`src/rtl/ps2_scan_decoder_if.sv`:
```
`default_nettype none
// ============================================================================
//  Module      : ps2_scan_decoder_if
//  Description : Byte-in / character-out bundle of the PS/2 scancode decoder.
//  Revision    : 1.0  initial release
// ============================================================================
interface ps2_scan_decoder_if #(
    parameter int FIFO_AW = 3
);
    logic [7:0]       scan_code;
    logic             scan_valid;
    logic [7:0]       ascii_data;
    logic             ascii_valid;
    logic             ascii_ready;
    logic [FIFO_AW:0] fifo_count;
    logic             overflow;
    logic             clr_overflow;
    logic             mod_shift;
    logic             mod_ctrl;
    logic             mod_alt;
    logic             caps_lock;

    modport master (
        output scan_code, scan_valid, ascii_ready, clr_overflow,
        input  ascii_data, ascii_valid, fifo_count, overflow,
        input  mod_shift, mod_ctrl, mod_alt, caps_lock
    );

    modport slave (
        input  scan_code, scan_valid, ascii_ready, clr_overflow,
        output ascii_data, ascii_valid, fifo_count, overflow,
        output mod_shift, mod_ctrl, mod_alt, caps_lock
    );
endinterface
`default_nettype wire

```
`src/rtl/ps2_scan_decoder.sv`:
```
`default_nettype none
// ============================================================================
//  Module      : ps2_scan_decoder
//  Description : Prefix-aware PS/2 set-2 decoder with modifiers and char FIFO.
//  Revision    : 1.0  initial release
// ============================================================================
module ps2_scan_decoder #(
    parameter int FIFO_AW       = 3,
    parameter bit EMIT_BREAK    = 1'b0,
    parameter bit DROP_UNMAPPED = 1'b1
) (
    input  logic              clk,
    input  logic              reset_n,
    ps2_scan_decoder_if.slave bus
);
    localparam int unsigned      C_DEPTH_N = 1 << FIFO_AW;
    localparam logic [FIFO_AW:0] C_DEPTH   = {1'b1, {FIFO_AW{1'b0}}};
    localparam logic [7:0]       C_SC_EXT  = 8'hE0;
    localparam logic [7:0]       C_SC_BRK  = 8'hF0;

    localparam logic [1:0] C_ST_IDLE    = 2'd0;
    localparam logic [1:0] C_ST_BRK     = 2'd1;
    localparam logic [1:0] C_ST_EXT     = 2'd2;
    localparam logic [1:0] C_ST_EXT_BRK = 2'd3;

    // Result: [8] mapped, [7] letter (code holds uppercase), [6:0] code
    function automatic logic [8:0] map_key(input logic [7:0] sc, input logic ext,
                                           input logic shifted);
        logic [8:0] r;
        r = 9'd0;
        case (sc)
            8'h75: r = {2'b10, 7'h02};
            8'h74: r = {2'b10, 7'h03};
            8'h6B: r = {2'b10, 7'h04};
            8'h72: r = {2'b10, 7'h05};
            default: begin
                if (!ext) begin
                    case (sc)
                        8'h1C: r = {2'b11, 7'h41};  8'h32: r = {2'b11, 7'h42};
                        8'h21: r = {2'b11, 7'h43};  8'h23: r = {2'b11, 7'h44};
                        8'h24: r = {2'b11, 7'h45};  8'h2B: r = {2'b11, 7'h46};
                        8'h34: r = {2'b11, 7'h47};  8'h33: r = {2'b11, 7'h48};
                        8'h43: r = {2'b11, 7'h49};  8'h3B: r = {2'b11, 7'h4A};
                        8'h42: r = {2'b11, 7'h4B};  8'h4B: r = {2'b11, 7'h4C};
                        8'h3A: r = {2'b11, 7'h4D};  8'h31: r = {2'b11, 7'h4E};
                        8'h44: r = {2'b11, 7'h4F};  8'h4D: r = {2'b11, 7'h50};
                        8'h15: r = {2'b11, 7'h51};  8'h2D: r = {2'b11, 7'h52};
                        8'h1B: r = {2'b11, 7'h53};  8'h2C: r = {2'b11, 7'h54};
                        8'h3C: r = {2'b11, 7'h55};  8'h2A: r = {2'b11, 7'h56};
                        8'h1D: r = {2'b11, 7'h57};  8'h22: r = {2'b11, 7'h58};
                        8'h35: r = {2'b11, 7'h59};  8'h1A: r = {2'b11, 7'h5A};
                        8'h45: r = {2'b10, shifted ? 7'h29 : 7'h30};
                        8'h16: r = {2'b10, shifted ? 7'h21 : 7'h31};
                        8'h1E: r = {2'b10, shifted ? 7'h40 : 7'h32};
                        8'h26: r = {2'b10, shifted ? 7'h23 : 7'h33};
                        8'h25: r = {2'b10, shifted ? 7'h24 : 7'h34};
                        8'h2E: r = {2'b10, shifted ? 7'h25 : 7'h35};
                        8'h36: r = {2'b10, shifted ? 7'h5E : 7'h36};
                        8'h3D: r = {2'b10, shifted ? 7'h26 : 7'h37};
                        8'h3E: r = {2'b10, shifted ? 7'h2A : 7'h38};
                        8'h46: r = {2'b10, shifted ? 7'h28 : 7'h39};
                        8'h41: r = {2'b10, shifted ? 7'h3C : 7'h2C};
                        8'h49: r = {2'b10, shifted ? 7'h3E : 7'h2E};
                        8'h4E: r = {2'b10, shifted ? 7'h5F : 7'h2D};
                        8'h29: r = {2'b10, 7'h20};
                        8'h5A: r = {2'b10, 7'h0D};
                        8'h66: r = {2'b10, 7'h08};
                        default: r = 9'd0;
                    endcase
                end
            end
        endcase
        return r;
    endfunction

    logic [1:0]         state_q, state_d;
    logic               lshift_q, lshift_d, rshift_q, rshift_d;
    logic               ctrl_q, ctrl_d, alt_q, alt_d;
    logic               caps_q, caps_d, caps_held_q, caps_held_d;
    logic [FIFO_AW-1:0] wr_ptr_q, rd_ptr_q;
    logic [FIFO_AW:0]   count_q, count_d;
    logic               ovf_q;
    logic [7:0]         mem_q [C_DEPTH_N];

    logic       w_make, w_break, w_ext, w_prefix;
    logic       w_shift, w_is_mod, w_is_caps, w_push, w_pop, w_full, w_wr, w_drop;
    logic [8:0] w_key;
    logic [6:0] w_code;
    logic [7:0] w_push_data;

    assign w_prefix = (bus.scan_code == C_SC_EXT) || (bus.scan_code == C_SC_BRK);

    // State register
    always_ff @(posedge clk or negedge reset_n) begin
        if (!reset_n) state_q <= C_ST_IDLE;
        else          state_q <= state_d;
    end

    // Next state; a prefix arriving where a key byte is due restarts the sequence
    always_comb begin
        state_d = state_q;
        if (bus.scan_valid) begin
            case (state_q)
                C_ST_IDLE:
                    if (bus.scan_code == C_SC_EXT)      state_d = C_ST_EXT;
                    else if (bus.scan_code == C_SC_BRK) state_d = C_ST_BRK;
                C_ST_EXT:
                    if (bus.scan_code == C_SC_BRK)      state_d = C_ST_EXT_BRK;
                    else                                state_d = C_ST_IDLE;
                default:
                    if (bus.scan_code == C_SC_EXT)      state_d = C_ST_EXT;
                    else if (bus.scan_code == C_SC_BRK) state_d = C_ST_BRK;
                    else                                state_d = C_ST_IDLE;
            endcase
        end
    end

    // Key events
    always_comb begin
        w_make  = 1'b0;
        w_break = 1'b0;
        w_ext   = 1'b0;
        if (bus.scan_valid) begin
            case (state_q)
                C_ST_IDLE: w_make = !w_prefix;
                C_ST_EXT: begin
                    w_make = (bus.scan_code != C_SC_BRK);
                    w_ext  = 1'b1;
                end
                C_ST_BRK:  w_break = !w_prefix;
                default: begin
                    w_break = !w_prefix;
                    w_ext   = 1'b1;
                end
            endcase
        end
    end

    assign w_shift   = lshift_q | rshift_q;
    assign w_is_caps = !w_ext && (bus.scan_code == 8'h58);
    assign w_is_mod  = w_is_caps || (bus.scan_code == 8'h14) || (bus.scan_code == 8'h11) ||
                       (!w_ext && ((bus.scan_code == 8'h12) || (bus.scan_code == 8'h59)));
    assign w_key     = map_key(bus.scan_code, w_ext, w_shift);

    always_comb begin
        w_code = w_key[6:0];
        if (w_key[7]) begin
            if (ctrl_q)                 w_code = w_key[6:0] & 7'h1F;
            else if (!(w_shift ^ caps_q)) w_code = w_key[6:0] | 7'h20;
        end
    end

    assign w_push = !w_is_mod &&
                    ((w_make && (w_key[8] || (!w_ext && !DROP_UNMAPPED))) ||
                     (w_break && EMIT_BREAK && w_key[8]));
    assign w_push_data = w_break ? {1'b1, w_code} : (w_key[8] ? {1'b0, w_code} : 8'h7F);

    always_comb begin
        lshift_d    = lshift_q;
        rshift_d    = rshift_q;
        ctrl_d      = ctrl_q;
        alt_d       = alt_q;
        caps_d      = caps_q;
        caps_held_d = caps_held_q;
        if (w_make || w_break) begin
            if (!w_ext && bus.scan_code == 8'h12) lshift_d = w_make;
            if (!w_ext && bus.scan_code == 8'h59) rshift_d = w_make;
            if (bus.scan_code == 8'h14)           ctrl_d   = w_make;
            if (bus.scan_code == 8'h11)           alt_d    = w_make;
            if (w_is_caps) begin
                if (w_make && !caps_held_q) caps_d = !caps_q;
                caps_held_d = w_make;
            end
        end
    end

    // FIFO control; a pop in the same cycle frees the slot for a write at full
    assign w_pop  = (count_q != '0) && bus.ascii_ready;
    assign w_full = (count_q == C_DEPTH);
    assign w_wr   = w_push && (!w_full || w_pop);
    assign w_drop = w_push && w_full && !w_pop;

    always_comb begin
        count_d = count_q;
        if (w_wr && !w_pop)      count_d = count_q + (FIFO_AW+1)'(1);
        else if (!w_wr && w_pop) count_d = count_q - (FIFO_AW+1)'(1);
    end

    always_ff @(posedge clk or negedge reset_n) begin
        if (!reset_n) begin
            lshift_q    <= 1'b0;
            rshift_q    <= 1'b0;
            ctrl_q      <= 1'b0;
            alt_q       <= 1'b0;
            caps_q      <= 1'b0;
            caps_held_q <= 1'b0;
            wr_ptr_q    <= '0;
            rd_ptr_q    <= '0;
            count_q     <= '0;
            ovf_q       <= 1'b0;
        end else begin
            lshift_q    <= lshift_d;
            rshift_q    <= rshift_d;
            ctrl_q      <= ctrl_d;
            alt_q       <= alt_d;
            caps_q      <= caps_d;
            caps_held_q <= caps_held_d;
            count_q     <= count_d;
            if (w_wr)  wr_ptr_q <= wr_ptr_q + FIFO_AW'(1);
            if (w_pop) rd_ptr_q <= rd_ptr_q + FIFO_AW'(1);
            if (w_drop)                 ovf_q <= 1'b1;
            else if (bus.clr_overflow)  ovf_q <= 1'b0;
        end
    end

    always_ff @(posedge clk) begin
        if (w_wr) mem_q[wr_ptr_q] <= w_push_data;
    end

    assign bus.ascii_valid = (count_q != '0);
    assign bus.ascii_data  = bus.ascii_valid ? mem_q[rd_ptr_q] : 8'h00;
    assign bus.fifo_count  = count_q;
    assign bus.overflow    = ovf_q;
    assign bus.mod_shift   = w_shift;
    assign bus.mod_ctrl    = ctrl_q;
    assign bus.mod_alt     = alt_q;
    assign bus.caps_lock   = caps_q;
endmodule
`default_nettype wire

```
`src/flat_wrapper.sv`:
```
// flat-port wrapper written by rule: the top's interface ports become plain ports
module ps2_scan_decoder_flat 
#(
    parameter int FIFO_AW       = 3,
    parameter bit EMIT_BREAK    = 1'b0,
    parameter bit DROP_UNMAPPED = 1'b1
)
  (clk, reset_n, bus_scan_code, bus_scan_valid, bus_ascii_ready, bus_clr_overflow, bus_ascii_data, bus_ascii_valid, bus_fifo_count, bus_overflow, bus_mod_shift, bus_mod_ctrl, bus_mod_alt, bus_caps_lock);
  ps2_scan_decoder_if #(.FIFO_AW(FIFO_AW)) bus_i ();
  input  logic clk;
  input  logic reset_n;
  input wire logic [$bits(bus_i.scan_code)-1:0] bus_scan_code;
  input wire logic [$bits(bus_i.scan_valid)-1:0] bus_scan_valid;
  input wire logic [$bits(bus_i.ascii_ready)-1:0] bus_ascii_ready;
  input wire logic [$bits(bus_i.clr_overflow)-1:0] bus_clr_overflow;
  output wire logic [$bits(bus_i.ascii_data)-1:0] bus_ascii_data;
  output wire logic [$bits(bus_i.ascii_valid)-1:0] bus_ascii_valid;
  output wire logic [$bits(bus_i.fifo_count)-1:0] bus_fifo_count;
  output wire logic [$bits(bus_i.overflow)-1:0] bus_overflow;
  output wire logic [$bits(bus_i.mod_shift)-1:0] bus_mod_shift;
  output wire logic [$bits(bus_i.mod_ctrl)-1:0] bus_mod_ctrl;
  output wire logic [$bits(bus_i.mod_alt)-1:0] bus_mod_alt;
  output wire logic [$bits(bus_i.caps_lock)-1:0] bus_caps_lock;
  assign bus_i.scan_code = bus_scan_code;
  assign bus_i.scan_valid = bus_scan_valid;
  assign bus_i.ascii_ready = bus_ascii_ready;
  assign bus_i.clr_overflow = bus_clr_overflow;
  assign bus_ascii_data = bus_i.ascii_data;
  assign bus_ascii_valid = bus_i.ascii_valid;
  assign bus_fifo_count = bus_i.fifo_count;
  assign bus_overflow = bus_i.overflow;
  assign bus_mod_shift = bus_i.mod_shift;
  assign bus_mod_ctrl = bus_i.mod_ctrl;
  assign bus_mod_alt = bus_i.mod_alt;
  assign bus_caps_lock = bus_i.caps_lock;
  ps2_scan_decoder #(.FIFO_AW(FIFO_AW), .EMIT_BREAK(EMIT_BREAK), .DROP_UNMAPPED(DROP_UNMAPPED)) u_core (.clk(clk), .reset_n(reset_n), .bus(bus_i));
endmodule
```
`config.mk`:
```
export PLATFORM = sky130hd
export DESIGN_NAME = ps2_scan_decoder_flat
export DESIGN_NICKNAME = d
export VERILOG_FILES = /design/src/rtl/ps2_scan_decoder_if.sv /design/src/rtl/ps2_scan_decoder.sv /design/src/flat_wrapper.sv
export SDC_FILE = /design/constraint.sdc
export NUM_CORES = 1
export LEC_CHECK = 0
export ABC_AREA = 1
export BUFFER_PORTS_ARGS = -buffer_cell sky130_fd_sc_hd__buf_2
export CAP_MARGIN = 40
export CORE_ASPECT_RATIO = 1.1
export CORE_MARGIN = 3
export CORE_UTILIZATION = 62
export DETAILED_ROUTE_END_ITERATION = 10
export MAX_ROUTING_LAYER = met4
export PLACE_DENSITY = 0.86
export SLEW_MARGIN = 0
export SYNTH_ARGS = -nofsm -noshare
export SYNTH_HDL_FRONTEND = slang
export SYNTH_SLANG_ARGS = --single-unit
```
`constraint.sdc`:
```
create_clock -name clk -period 4.2 [get_ports clk]
set_input_delay 0 -clock clk [delete_from_list [all_inputs] [get_ports clk]]
set_output_delay 0 -clock clk [all_outputs]
set_load 0.05 [all_outputs]
```
Word-level counts from Yosys, hierarchy flattened
Memory sizes are Yosys's and may differ from the RTL's.
Cells that the tools add are included.
{"block": "totals", "mem_count": 1, "mem_bits_rw": 64, "register_bits": 19, "word_cells": 157, "input_bits": 13, "output_inout_bits": 18}
{"block": "classes", "n_reduce_logical": 41, "eq_ne": 58, "mux": 40, "bitwise": 2, "add_sub_neg": 4}
{"memory": "u_core.mem_q", "words": 8, "width": 8, "read_ports": 1, "rd_ports_with_merged_regs": 0, "wr": 1, "line_no": "ps2_scan_decoder.sv:83", "rtl": "logic [7:0] mem_q [C_DEPTH_N];"}
{"operator": "$pmux 9 s42", "n": 1}
{"operator": "$eq 8x6->1 const B", "n": 23}
{"operator": "$eq 8x7->1 const B", "n": 18}
{"operator": "$eq 8x5->1 const B", "n": 10}
{"operator": "$mux 5", "n": 10}
{"operator": "$mux 7", "n": 6}
{"operator": "$pmux 9 s4", "n": 1}
{"operator": "$eq 8x8->1 const B", "n": 2}
{"operator": "$mux 8", "n": 2}
{"operator": "$logic_and 1x1->1", "n": 13}
{"operator": "$reduce_and 2->1", "n": 6}
{"operator": "$mux 1", "n": 10}
{"operator": "$mux 9", "n": 1}
{"operator": "$logic_not 1->1", "n": 8}
{"operator": "$mux 2", "n": 4}
{"operator": "$mux 4", "n": 2}
{"operator": "$ne 8x8->1 const B", "n": 1}
{"operator": "$logic_or 1x1->1", "n": 7}
{"operator": "$add 3x1->3 const B", "n": 2}
{"operator": "$mux 6", "n": 1}
{"operator": "$add 4x1->4 const B", "n": 1}
{"operator": "$eq 4x4->1 const B", "n": 1}
{"operator": "$pmux 2 s2", "n": 1}
{"operator": "$reduce_bool 2->1", "n": 2}
{"operator": "other kinds (11)", "n": 12}

Logic depth before layout (Yosys ltp)
Gate-level depths: netlist of the first run.
{"block": "depth", "ltp_word": 16, "ltp_mapped": 23}

Worst setup path before layout of the first run
OpenSTA, ideal clock, no wires.
{"block": "synth_timing", "path_kind": "register to register", "start": "reg u_core.count_q[0] (netlist: u_core.bus.fifo_count[0])", "end": "reg u_core.count_q[3] (netlist: u_core.bus.fifo_count[3])", "t_arrival_ns": 2.692, "t_required_ns": 4.077, "slack_ns": 1.385, "synth_period_minus_slack_ns": 2.815, "stages_incl_launch_ff": 16, "path_buffers": 0, "cell_sequence": "dfrtp_1 -> nor2_1 -> nand3_1 -> nand2_1 -> nand4_1 -> nand3_2 -> inv_1 -> ha_1 -> inv_1 -> ha_1 -> a21o_1 -> a21oi_1 -> nor2_1 -> nor2_1 -> nand2_1 -> xor2_1"}
{"block": "synth_via", "elab_chain_cells": 7}
{"element": "start: declaration", "line_no": "ps2_scan_decoder.sv:81", "rtl": "logic [FIFO_AW:0] count_q, count_d;"}
{"element": "start signal: assignment", "line_no": "ps2_scan_decoder.sv:208", "rtl": "count_q <= count_d;"}
{"element": "$eq 4x4->1 or $reduce_bool 4->1 (tied branches)", "line_no": "ps2_scan_decoder.sv:179, ps2_scan_decoder.sv:178"}
{"element": "$logic_not 1->1 or $logic_and 1x1->1 (tied branches)", "line_no": "ps2_scan_decoder.sv:180, ps2_scan_decoder.sv:178"}
{"element": "$logic_or 1x1->1 (*)", "line_no": "ps2_scan_decoder.sv:180", "rtl": "assign w_wr = w_push && (!w_full || w_pop);"}
{"element": "$logic_and 1x1->1 (*)", "line_no": "ps2_scan_decoder.sv:180"}
{"element": "named net u_core.w_wr", "line_no": "ps2_scan_decoder.sv:86", "rtl": "logic w_shift, w_is_mod, w_is_caps, w_push, w_pop, w_full, w_wr, w_drop;"}
{"element": "$logic_not 1->1", "line_no": "ps2_scan_decoder.sv:186", "rtl": "else if (!w_wr && w_pop) count_d = count_q - (FIFO_AW+1)'(1);"}
{"element": "$logic_and 1x1->1", "line_no": "ps2_scan_decoder.sv:186"}
{"element": "$reduce_bool 2->1 (no source line)"}
The timed path passes the listed nets; every way through them passes the cells marked *. The select of a mux whose other input is x is not followed.
A chain may end at the register's enable or synchronous reset.

Worst setup path in the final report of the first run
Ends and elaborated chain as after synthesis.

==> results.yml, run 1 <==
worst_setup_path:
  endpoint_kind: "register"
  crit_type: "register to register"
  worstPathCellList: "nor2_1, nand3_1, nand2_1, nand4_1, nand3_2, inv_1, ha_1, inv_1, ha_1, a21o_1, a21oi_1, nor2_1, nor2_1, nand2_1, xor2_1"
  max_stage_delay_ns: 0.46
  cp_data_arrival_time_ns: 3.60
  cp_slowest_cell: "dfrtp_1"
  worstSetupStartpointType: "register"
  crit_required_ns: 4.44
  cp_top_family: "simple AND/OR/NAND/NOR gates"
  path_buf_inv: 2
  cpMostUsedCell: "nor2_1"
  cp_max_fo: 11
floorplanning:
  initial_core_util_pct: 65.70
  io_pins: 31
  fp.dieArea_um2: 8204
  die-height_um: 94.70
  core_um2: 6749
  die_x_um: 86.64
  num_rows: 31
synth:
  synthCells: 510
  ys_warn_count: 0
  syn_area_um2: 4434
  synthAdderAreaFrac_pct: 1.862
  ys_ff_latch: 83
  avgSynthCellArea_um2: 8.695
  synth.distinct_cells: 36
  seq_area_frac_synth_pct: 54.06
  synth_compound_area_share_pct: 11.77
  synthMuxAreaShare_pct: 0.2540
  syn_nets: 529
  synth_top_family_by_area: "simple AND/OR/NAND/NOR gates"
  synthXorXnorAreaFrac_pct: 1.383
  yosys.area_share.simple_pct: 26.52
global_route:
  grt_max_degree: 35
  grt_pass1_vias: 3863
  grt.total_usage_pct: 30.27
  antenna_found_initial: 0
  grt-ovfl-total: 0
  grt_pass1_wl_um: 18400
timing:
  drv_slew: 0
  finClkSkew_ns: 0.01214
  finalCriticalPeriod_ns: 3.367
  worst_pin_slew_ns: 0.9105
  period_share_pct: 80.16
  hold_violations: 0
  setup_viol: 0
  whs_ns: 0.1158
  fin_tns_setup_ns: 0
  rsz0062_at_grt: "no"
  fmax_mhz: 297.0
  timing.slew.headroom_pct: 38.66
pwr:
  powerDensity_nw_per_um2: 589.9
  ir_drop_mv: 0.5391
  cellLeakagePower_nw: 2.031
detailed_routing:
  detail-route-antenna-nets: 0
  wl_per_cell_um: 17.90
  drt_iter0_drc: 353
  drc: 1
  routed_wl_um: 11370
  vias: 3930
  drtPass1Iterations: 8
  vias_per_cell: 6.189
place:
  dp_hpwl_um: 7859
  place_congestion: 0.9219
  portBuffers: 30
finish:
  layout.nets: 567
  n_antenna_cell: 0
  drive_gt1_share_pct: 13.56
  area_growth_syn_to_layout_pct: 10.84
cts:
  postCtsSetupRepairBufs: 0
  insertion_delay_ns: 0.35
  path_clk_slew_ns: 0.09
  cts_inserted_buffers: 9
  cts_tree: "yes"
  cts_root_buffer: "clkbuf_8"
  clk_path_buf_depth: 2
  cts_htree_levels: 3
  clock_sinks: 83
flow_run:
  drv_cap: 0
hold_path:
  min_path_type: "input pin to asynchronous set/reset pin"
status:
  status: "finished with violations"
  failed_checks: "design-rule violations"
## placed cells by master, fill, tap and decap left out, types with 2 or more instances in the layout
cell type      netlist  layout
nand2_1            111     111
nor2_1             100     100
o21ai_0             67      67
edfxtp_1            64      64
buf_2                0      30
inv_1               29      29
dfrtp_1             19      19
nand3_1             15      15
a31oi_1             10      10
nor3_1               9       9
clkbuf_8             0       9
o22ai_1              8       8
nand4_1              8       8
inv_2                7       7
a21oi_1              6       6
xor2_1               5       5
nand2_2              5       5
ha_1                 5       5
nor4_1               4       4
nor2_2               4       4
dlygate4sd3_1        0       4
buf_4                0       4
nand3_2              2       2
nand3b_1             2       2
and2_1               2       2
xnor2_1              2       2
o21ai_1              2       2
nor2_4               2       2
nand2_4              2       2
clkinvlp_4           0       2
inv_6                0       2
## report_power, final
group          leakage [nW]  switching [W]  internal [W]
Sequential            0.806      0.0000544      0.000970
Clock                0.0984       0.000311      0.000284
Combinational          1.13       0.000949      0.000331
## final cells by class
type                       count  area [um2]
sequential                    83        2397
multi-input combinational    380        1853
fill                         479        1834
timing repair buffer          38       220.2
inverter                      36       135.1
clock buffer                   9       123.9
tap                           82       102.6
clock inverter                 7       82.58
## logic make-up (layout without fill, tap and decap cells)
family,after synthesis,after routing
AOI/OAI and AO/OA,97,97
xor gates and xnor gates,7,7
adders and majority gates,6,6
buffers and inverters,47,90
DFF,83,83
muxes,1,1
and+or+nand+nor,269,269
## through the flow
stage	power, W	instance area (um2)	worst slack [ns]	instances	util [%]
after floorplan	0.001985	4434	1.385	510	-
after global placement	0.002259	4661	0.9882	614	69.06
after detailed placement	0.002306	4661	0.8688	614	69.06
after CTS	0.002896	4907	0.8452	634	72.71
after global routing	0.003047	4915	0.5700	635	72.82
final	0.002899	4915	0.8333	635	72.82
## flip-flops by register name (all words and copies together), names as in the netlist, 2 cells and up
register / count
u_core.wr_ptr_q: 3
u_core.bus.fifo_count: 4
u_core.mem_q: 64
u_core.rd_ptr_q: 3
u_core.state_q: 2
## metal layers
| metal | share of wire [%] | wire, um | track usage (%) | up-vias |
|---|---|---|---|---|
| li1 | - | - | - | 1833 |
| met1 | 38 | 4330 | 35.08 | 1825 |
| met2 | 51 | 5794 | 51.02 | 237 |
| met3 | 7.4 | 837 | 5.236 | 35 |
| met4 | 3.5 | 403 | 14.55 | 0 |
| met5 | 0 | 0 | - | - |
## worst reg2reg max path, stage by stage (launching register included)
cell and delay, ns:
dfrtp_1 0.46, nor2_1 0.17, nand3_1 0.37, nand2_1 0.33, nand4_1 0.34, nand3_2 0.22, inv_1 0.06, ha_1 0.22
inv_1 0.12, ha_1 0.24, a21o_1 0.18, a21oi_1 0.17, nor2_1 0.06, nor2_1 0.10, nand2_1 0.07, xor2_1 0.14
## synthesized netlist by cell type
library cell  number  share of area [%]
inv_2              7               0.59
o21ai_1            2               0.23
clkbuf_1          10               0.85
inv_1             29                2.5
a21o_1             1               0.17
nand4_1            8                1.1
nand2_1          111                9.4
o2111ai_1          1               0.20
nand3_2            2               0.45
o22ai_1            8                1.1
nor4_1             4               0.56
mux2_2             1               0.25
a22o_1             1               0.20
buf_6              1               0.25
nor2_2             4               0.56
a31oi_1           10                1.4
dfrtp_1           19                 11
nand3b_1           2               0.34
xor2_1             5               0.99
nor2_1           100                8.5
fa_1               1               0.45
nor3_1             9                1.0
xnor2_1            2               0.40
nand3_1           15                1.7
ha_1               5                1.4
nor2_4             2               0.51
a21oi_1            6               0.68
edfxtp_1          64                 43
o311ai_0           1               0.20
o21ai_0           67                7.6
nand2_4            2               0.51
nand4_4            1               0.48
nand4_2            1               0.28
and2_1             2               0.28
nand2_2            5               0.71
or3_1              1               0.14
## path summary, 6_finish.rpt
kind / startpoint / endpoint / slack [ns] / depth (start not counted)
worst max-delay path: u_core.bus.fifo_count[0] / u_core.bus.fifo_count[3] / 0.83 / 15
worst min-delay path: reset_n / u_core.bus.fifo_count[2] / 0.12 / 2
worst max register to register: u_core.bus.fifo_count[0] / u_core.bus.fifo_count[3] / 0.83 / 15
worst min register to register: u_core.caps_held_q / u_core.caps_held_q / 0.51 / 2
max in group asynchronous: reset_n / u_core.bus.fifo_count[3] / 3.77 / 2
min in group clk: bus_scan_code[2] / u_core.bus.mod_ctrl / 0.19 / 5
## what timing repair did
action                                 CTS  global route
hold buffers                             4             0
endpoints found under the hold margin   23             0
gates resized for setup                  0             0
No activity file was read; power rests on OpenSTA's default activity.
==> run 2, diff against run 1 <==
--- a/config.mk
+++ b/config.mk
@@ -10,10 +10,10 @@
 export CAP_MARGIN = 40
 export CORE_ASPECT_RATIO = 1.1
 export CORE_MARGIN = 3
-export CORE_UTILIZATION = 62
+export CORE_UTILIZATION = 55
 export DETAILED_ROUTE_END_ITERATION = 10
 export MAX_ROUTING_LAYER = met4
-export PLACE_DENSITY = 0.86
+export PLACE_DENSITY = 0.81
 export SLEW_MARGIN = 0
 export SYNTH_ARGS = -nofsm -noshare
 export SYNTH_HDL_FRONTEND = slang
==> constraint.sdc (replaced) <==
create_clock -name clk -period 3 [get_ports clk]
set_input_delay 0 -clock clk [delete_from_list [all_inputs] [get_ports clk]]
set_output_delay 0 -clock clk [all_outputs]
set_load 0.05 [all_outputs]
==> run 2 against run 1 <==
  * The run now ends clean
  * Setup slack got worse by 0.51 ns
  * Cell count increased by 6.1%
  * Flip-flop and latch count unchanged
  * Highest routed layer unchanged
  * Sequential power increased by 41%
  * Critical path type unchanged
  * Wire length increased by 1.2%
  * Die area increased by 12%
  * Sequential share of layout area decreased by 1.2 points
  * Largest power group unchanged
  * Fmax increased by 26%
  * Worst hold slack got worse by 0.0017 ns
  * Clock power increased by 27%
==> results.yml, run 2 (synthesis gave the netlist of run 1 again) <==
detailed_routing:
  vias_per_cell: 5.699
  routed_wl_um: 11500
  detail-route-antenna-nets: 0
  drt_iter0_drc: 279
  drtPass1Iterations: 5
  wl_per_cell_um: 17.06
  vias: 3841
  drc: 0
cts:
  cts_htree_levels: 3
  insertion_delay_ns: 0.35
  postCtsSetupRepairBufs: 0
  cts_resized: 0
  hold_buffers: 4
  cts_root_buffer: "clkbuf_8"
  clk_path_buf_depth: 2
  cts_inserted_buffers: 9
  path_clk_slew_ns: 0.09
  clock_sinks: 83
  cts_tree: "yes"
finish:
  ff_latch_area_um2: 2397
  largest_reg_flops: 64
  layout.nets: 583
  area_growth_syn_to_layout_pct: 13.66
  fin_cells: 674
  fill_cells: 641
  final_common_cell: "nand2_1"
  multiInputGateArea_um2: 1853
  n_antenna_cell: 0
  layout_common_cells: "nand2_1 (111), nor2_1 (100), o21ai_0 (67)"
  final_area_um2: 5040
  top_register: "u_core.mem_q"
  drive_gt1_share_pct: 15.99
worst_setup_path:
  cp_data_arrival_time_ns: 2.92
  worst-r2r-cell-count: 15
  crit_required_ns: 3.25
  crit_type: "register to register"
  endpoint_kind: "register"
  worstSetupStartpointType: "register"
  cp_max_fo: 5
timing:
  finalCriticalPeriod_ns: 2.673
  fmax_mhz: 374.0
  period_share_pct: 89.12
  timing.slew.headroom_pct: 62.40
  drv_slew: 0
  hold_violations: 0
  setup_viol: 0
  layout_setup_ws_ns: 0.3265
  worst_pin_slew_ns: 0.5634
  rsz0062_at_grt: "no"
  fin_tns_setup_ns: 0
  finClkSkew_ns: 0.009690
status:
  status: "completed"
pwr:
  cellLeakagePower_nw: 2.104
  ir_drop_mv: 0.3848
  powerDensity_nw_per_um2: 789.7
floorplanning:
  core_um2: 7639
  io_pins: 31
  die_x_um: 91.61
  fp.dieArea_um2: 9177
  num_rows: 33
  initial_core_util_pct: 58.05
  die-height_um: 100.2
hold_path:
  min_path_type: "input pin to asynchronous set/reset pin"
global_route:
  grt.total_usage_pct: 26.60
  grt_pass1_vias: 3731
  grt_pass1_wl_um: 18330
  grt_max_degree: 34
  grt-ovfl-total: 0
  antenna_found_initial: 0
place:
  dp_hpwl_um: 8291
  place_congestion: 0.9895
  place_inst: 654
  portBuffers: 30
  place_ws_ns: 0.04704
  dpl-instance-area_um2: 4817
flow_run:
  drv_cap: 0
-- run 2: cell types whose count changed in the layout (fill, tap and decap cells not counted) --
cell / delta
clkinv_2: +1
buf_4: +16
bufinv_16: -1
clkinvlp_4: -1
inv_6: +1
-- run 2: metal layers --
metal	GRT usage (%)	vias up	routed length (um)
met5	-	-	0
met4	12.65	0	379
met3	3.148	37	545
met2	46.37	135	5914
met1	30.67	1810	4661
li1	-	1859	-
-- run 2: area by class of cell --
type / count / area share (%)
flip-flops and latches: 83 / 47.57
multi-input cells: 380 / 36.77
repair buffers: 54 / 6.753
inverters: 36 / 2.681
well taps: 105 / 2.607
clock buffers: 9 / 2.458
clock inverters: 7 / 1.167
-- run 2: worst max-delay path: stages, from the launching register on --
cell	delay, ns
dfrtp_1	0.46
nor2_1	0.17
nand3_1	0.11
nand2_1	0.19
nand4_1	0.19
nand3_2	0.14
inv_1	0.05
ha_1	0.21
inv_1	0.12
ha_1	0.24
a21o_1	0.18
a21oi_1	0.15
nor2_1	0.06
nor2_1	0.08
nand2_1	0.07
xor2_1	0.14
-- run 2: power breakdown --
part	total, W	internal [W]	switching [W]
logic	0.00179	0.000480	0.00131
clock network	0.000754	0.000315	0.000439
registers	0.00144	0.00136	0.0000808
-- run 2: stage by stage --
stage	util [%]	hold slack (ns)	power, W
finish	65.98	0.1141	0.003980
global route	65.98	0.1726	0.004205
CTS	65.98	0.1212	0.003992
detailed placement	63.06	-0.02543	0.003244
global placement	63.06	-0.04272	0.003175
floorplan	-	-0.2956	0.002778
-- run 2: worst paths after layout --
path | startpoint | endpoint | slack (ns)
max in group asynchronous | reset_n | u_core.bus.fifo_count[1] | 2.58
min reg2reg | u_core.caps_held_q | u_core.caps_held_q | 0.50
min | reset_n | u_core.bus.fifo_count[2] | 0.11
min in group clk | bus_scan_code[3] | u_core.bus.caps_lock | 0.18
max reg2reg | u_core.bus.fifo_count[0] | u_core.bus.fifo_count[3] | 0.33
max | u_core.bus.fifo_count[0] | u_core.bus.fifo_count[3] | 0.33
